--- src/rtl/register_file_2r1w.sv ---
// Two-read/one-write register bank. Writes are synchronous and reads are combinational.
// The top index aliases the external pc_in. Define REGFILE_WRITE_BYPASS_EN to get write-through reads.
module register_file_2r1w #(
  parameter int WIDTH  = 8,
  parameter int ADDR_W = 4
) (
  input  logic              clk,
  input  logic              reset,
  input  logic              we,
  input  logic [ADDR_W-1:0] wa,
  input  logic [WIDTH-1:0]  wd,
  input  logic [ADDR_W-1:0] ra1,
  input  logic [ADDR_W-1:0] ra2,
  input  logic [WIDTH-1:0]  pc_in,
  output logic [WIDTH-1:0]  rd1,
  output logic [WIDTH-1:0]  rd2,
  output logic [7:0]        wr_cnt
);

  localparam int NREG = 2 ** ADDR_W;
  localparam logic [ADDR_W-1:0] PC_IDX = ADDR_W'(NREG - 1);

  // Only NREG-1 physical entries: the top index is never stored here.
  logic [WIDTH-1:0] mem_q [NREG-1];
  logic [WIDTH-1:0] mem_d [NREG-1];
  logic [7:0]       wr_cnt_q;
  logic [7:0]       wr_cnt_d;
  logic             wr_en;

  assign wr_en = we && (wa != PC_IDX);

  always_comb begin
    mem_d    = mem_q;
    wr_cnt_d = wr_cnt_q;
    if (wr_en) begin
      mem_d[wa] = wd;
      wr_cnt_d  = wr_cnt_q + 8'd1;
    end
  end

  always_ff @(posedge clk) begin
    if (reset) begin
      mem_q    <= '{default: '0};
      wr_cnt_q <= '0;
    end else begin
      mem_q    <= mem_d;
      wr_cnt_q <= wr_cnt_d;
    end
  end

  always_comb begin
    rd1 = '0;
    if (ra1 == PC_IDX) begin
      rd1 = pc_in;
`ifdef REGFILE_WRITE_BYPASS_EN
    end else if (wr_en && !reset && (ra1 == wa)) begin
      rd1 = wd;
`endif
    end else begin
      rd1 = mem_q[ra1];
    end
  end

  always_comb begin
    rd2 = '0;
    if (ra2 == PC_IDX) begin
      rd2 = pc_in;
`ifdef REGFILE_WRITE_BYPASS_EN
    end else if (wr_en && !reset && (ra2 == wa)) begin
      rd2 = wd;
`endif
    end else begin
      rd2 = mem_q[ra2];
    end
  end

  assign wr_cnt = wr_cnt_q;

endmodule

--- config.mk ---
export PLATFORM = sky130hd
export DESIGN_NAME = register_file_2r1w
export DESIGN_NICKNAME = d
export VERILOG_FILES = /design/src/rtl/register_file_2r1w.sv
export SDC_FILE = /design/constraint.sdc
export NUM_CORES = 1
export LEC_CHECK = 0
export CELL_PAD_IN_SITES_DETAIL_PLACEMENT = 0
export CELL_PAD_IN_SITES_GLOBAL_PLACEMENT = 2
export CORE_AREA = 2 2 162 164
export CTS_CLUSTER_SIZE = 10
export DETAILED_ROUTE_END_ITERATION = 8
export DIE_AREA = 0 0 164 166
export HOLD_SLACK_MARGIN = 0.05
export PLACE_DENSITY_LB_ADDON = 0.1
export SYNTH_ARGS = -nofsm -noshare
export SYNTH_HDL_FRONTEND = slang
export SYNTH_SLANG_ARGS = --single-unit
--- constraint.sdc ---
create_clock -name clk -period 2.6 [get_ports clk]
set_input_delay 0.52 -clock clk [delete_from_list [all_inputs] [get_ports clk]]
set_output_delay 0.52 -clock clk [all_outputs]
set_load 0.01 [all_outputs]
; ---- Yosys cells after proc, flatten, opt, wreduce, memory -nomap -nowiden
; Cells that the tools add are included.
[totals]
out_inout_bits = 24
ramBits = 0
romBits = 0
word_cells = 40
n_memories = 0
latch_bits = 0
ff_bits = 128
in_bits = 31
[op_classes]
n_addsub = 1
eq_ne = 3
n_lt_le_gt_ge = 4
n_div = 0
n_shift = 0
n_mul = 0
n_mux = 11
n_bitwise = 3
n_reduce_logical = 2
[ops]
columns = cell, count
row1 = bitwise mux 120 bit, 1
row2 = binary-select mux 8 bit (select 4 bit), 2
row3 = 2-to-1 mux 8 bit, 7
row4 = demux 8 bit (select 4 bit), 1
row5 = ">= comparator 5 bit, second input constant", 3
row6 = inverter 4 -> 5 bit, 3
row7 = "adder 8 x 1 -> 8 bit, second input constant", 1
row8 = "== test 4 bit, second input constant", 2
row9 = "< comparator 5 x 1 -> 1 bit, second input constant", 1
row10 = "inequality test 4 bit, second input constant", 1
row11 = logical AND 1 bit, 2

; ---- Logic depth before layout (Yosys ltp)
[logic_depth]
depth_word = 6
depth_mapped = 7
depth_no_buf = 5

; ---- Least setup slack after synthesis
; OpenSTA, ideal clock, no wires.
[synth_path]
kind = in2out
startpoint = input port ra1[0]
endpoint = output port rd1[2]
stages = 5
arrival_ns = 1.734
setup_slack_ns = 0.346
t_required_ns = 2.080
cell_sequence = buf_2 clkbuf_1 mux4_2 a22oi_1 o21ai_0
[synth_between]
elab_chain_len = 5
elab_cells_between_ends = 6
cone_classes = 1 x eq/ne / 4 x mux / 1 x bitwise
[synth_lines]
columns = element, line_no
row1 = from (decl), 12  ; input logic [ADDR_W-1:0] ra1,
row2 = inverter 4 -> 5 bit (not written as such), 60  ; rd1 = mem_q[ra1];
row3 = binary-select mux 8 bit (select 4 bit), 60
row4 = 2-to-1 mux 8 bit (not written as such) (2 in series), 60
row5 = 2-to-1 mux 8 bit *, 53  ; if (ra1 == PC_IDX) begin
row6 = to (decl), 15  ; output logic [WIDTH-1:0] rd1,
; Mark *: on every way between the ends. The rest lies on a longest branch, timed or not. The select of a mux whose other input is x is not followed.

; ---- Final worst setup path
[layout_path]
startpoint = input port ra2[0]
endpoint = output port rd2[7]
[layout_between]
elab_chain_len = 5
elab_cells_between_ends = 6
cone_classes = 1 x eq/ne / 4 x mux / 1 x bitwise
[layout_lines]
columns = element, line_no
row1 = from (decl), 13  ; input logic [ADDR_W-1:0] ra2,
row2 = inverter 4 -> 5 bit (not written as such), 73  ; rd2 = mem_q[ra2];
row3 = binary-select mux 8 bit (select 4 bit), 73
row4 = 2-to-1 mux 8 bit (not written as such) (2 in series), 73
row5 = 2-to-1 mux 8 bit *, 66  ; if (ra2 == PC_IDX) begin
row6 = to (decl), 16  ; output logic [WIDTH-1:0] rd2,
; Marked as above.

==> flow_summary.ini <==
[worst_setup_path]
crit_end = rd2[7]
crit_chain = buf_6, buf_4, mux4_2, mux2i_2, o22ai_1, dlygate4sd2_1
path_depth = 6
ff2ff_path_depth = 4
cp-start-kind = input pin
worstSetupPathType = in2out
worstReg2RegStart = wr_cnt[2]
reg2reg_slack_ps = 1300
crit_start = ra2[0]
arrival_ps = 2020
path_delay_family = multiplexers
cpPeakStageDelay_ps = 510
required_ps = 2080
slowest_stage = mux4_2
path_buf_inv = 3
end_kind = output pin
r2r-end = wr_cnt[7]
crit_path_max_fanout = 8

[status]
status = completed

[timing]
final-setup-viol-count = 0
fmaxAchievable_ghz = 0.3936
worst_pin_slew_ps = 853.0
hold_viol = 0
rsz0062_at_grt = false
relSlewSlack_pct = 42.93
fin_worst_skew_ps = 4.026
finalCritPeriodShare_pct = 97.72
min_period_ps = 2541
drv_slew = 0
finalSetupTns_ps = 0

[synthesis]
synth.top_cell.area_share_pct = 37.79
syn_inst = 737
seq_area_frac_synth_pct = 37.79
synth.largest_area_cell = dfxtp_1
syn-num-nets = 769
ys_ff_latch = 128
postSynthAreaPerCell_um2 = 9.200
yosysWarnings = 0
synth.distinct_cells = 36
synth.area.top_cells = dfxtp_1 (38%), mux4_2 (13%), mux2i_1 (11%)
netlist_area_um2 = 6780

[global_routing]
grt_pass1_wl_mm = 38.59
grt_util_all_layers_pct = 19.10
grt-ovfl-total = 0
grt_pass1_vias = 6166
antenna_found_initial = 0
grt_start_max_net_pins = 50

[floorplanning]
die_w_um = 164
die_h_um = 166
core_um2 = 25620
io_pins = 55
start_util_pct = 26.47
die_area_um2 = 27220
num_rows = 59

[clock_network]
cts.sinks = 128
cts_root_buf = clkbuf_16
cts_tree = built
cts.clk_slew.worst_paths_ps = 60
postCtsHoldBufs = 0
cts_buffer_depth = 2
cts_buffers = 17
worstSkewPairLatency_ps = 420
cts_max_level = 4

[route]
ant_nets = 0
first_pass_iters = 5
drt_iter0_drc = 385
route.detailed.drc = 0
vias_per_cell = 5.138
routedWlPerCell_um = 21.58
wl_mm = 25.25
vias = 6011

[pwr]
vdd.ir_drop.worst_uv = 414.5
p_total_uw = 5110
pwr_density_cell_nw_per_um2 = 577.9
leakage_uw = 0.003399

[final_layout]
fillers = 2613
antenna_cells = 0
layout-drive-gt1-share_pct = 25.99
final_area_um2 = 8842
nNetsFinal = 855
area_growth_pct = 30.41

[place]
place_area_um2 = 8015
port_buffers = 54
dpl.hpwl_mm = 18.92
place_congestion = 0.8358

[worst_hold_path]
hold_class = in2reg

[flow_run]
drv_cap = 0
[per-layer routing]
layer,vias up,track usage (%),part of all wire [%]
met5,-,0,0
met4,0,6.369,2.1
met3,26,3.447,3.5
met2,135,30.53,47
met1,2984,25.96,48
li1,2866,-,-
[cells in the mapped netlist, drive strengths merged]
cell,n
a22oi,8
mux4,40
nand3b,2
and3,2
nand4,5
a221o,6
or2,2
dfxtp,128
and4,1
xor2,4
and2,1
nor3b,1
o21ai,89
a211oi,2
a22o,1
mux2i,75
o221a,8
a21oi,80
nand3,12
nor3,1
buf,31
nor2b,4
o22ai,7
or3,4
nand2b,15
nand2,77
ha,1
o221ai,8
mux2,8
nor4bb,1
xnor2,2
clkbuf,39
nor2,72
[where the power goes]
| part | leakage [µW] | internal (µW) | switching (µW) |
|---|---|---|---|
| sequential | 0.00103 | 1990 | 27.2 |
| clock | 0.000295 | 1570 | 908 |
| combinational | 0.00207 | 279 | 332 |
| total | 0.00340 | 3840 | 1270 |
[registers in the layout (all words and copies together) (netlist names)]
name / count
wr_cnt: 8
mem_q: 120
[through the flow]
step                cells  worst slack [ps]  hold WS, ps  utilization (%)
floorplan             737             346.2        443.5                -
finish               1170             59.38        499.4            34.52
CTS                  1170            0.4550        482.2            34.46
global placement     1128            -697.6        480.5            31.29
detailed placement   1128            -701.4        491.2            31.29
global route         1170             2.967        502.4            34.52
[worst min path at each step]
stage | startpoint | end | cells past startpoint
6_report | reset | mem_q[18] | 2
5_1_grt | reset | mem_q[55] | 2
4_1_cts | reset | wr_cnt[5] | 2
3_5_place_dp | mem_q[14] | mem_q[14] | 2
3_3_place_gp | mem_q[43] | mem_q[43] | 2
2_1_floorplan | mem_q[112] | mem_q[112] | 2
[cells by family (layout without fill, tap and decap cells)]
logic type	count (synthesis)	after routing	share of synthesized area [%]
xor+xnor	6	6	0.7750
fa+ha+maj	1	1	0.1845
flops	128	128	37.79
compound gates	209	209	17.60
simple gates	200	200	12.94
mux	123	123	25.69
buf+inv	70	168	5.019
[repair_timing]
action / in CTS / in global routing
cloned: 3 / 0
endpoints found under the setup margin: 16 / 9
gates resized for setup: 95 / 13
pin swaps: 6 / 1
buffers inserted: 8 / 0
[area by class of cell]
class | instances | area, µm² | area share (%)
multi-input cells | 539 | 4011 | 45.37
clock inverters | 10 | 133.9 | 1.514
well taps | 335 | 419.2 | 4.740
clock buffers | 21 | 470.5 | 5.321
flip-flops and latches | 128 | 2562 | 28.98
repair buffers | 137 | 1245 | 14.08
[cells in the final DEF, fill, tap and decap left out, types with 3 or more instances in the layout]
cell type / count
a21oi_1: 78
a221o_1: 6
a22oi_2: 8
buf_12: 7
buf_2: 11
buf_4: 72
buf_6: 3
bufinv_16: 3
clkbuf_16: 17
clkbuf_8: 3
clkdlybuf4s15_2: 4
clkdlybuf4s50_1: 29
clkinv_2: 4
dfxtp_1: 128
dlygate4sd2_1: 4
mux2_2: 8
mux2i_1: 73
mux4_2: 40
nand2_1: 77
nand2b_1: 11
nand3_1: 12
nand4_1: 5
nor2_1: 71
o21ai_0: 83
o21ai_1: 5
o221a_2: 8
o221ai_1: 6
o22ai_1: 5
or3_1: 4
xor2_1: 4
No activity file was read; power rests on OpenSTA's default activity.
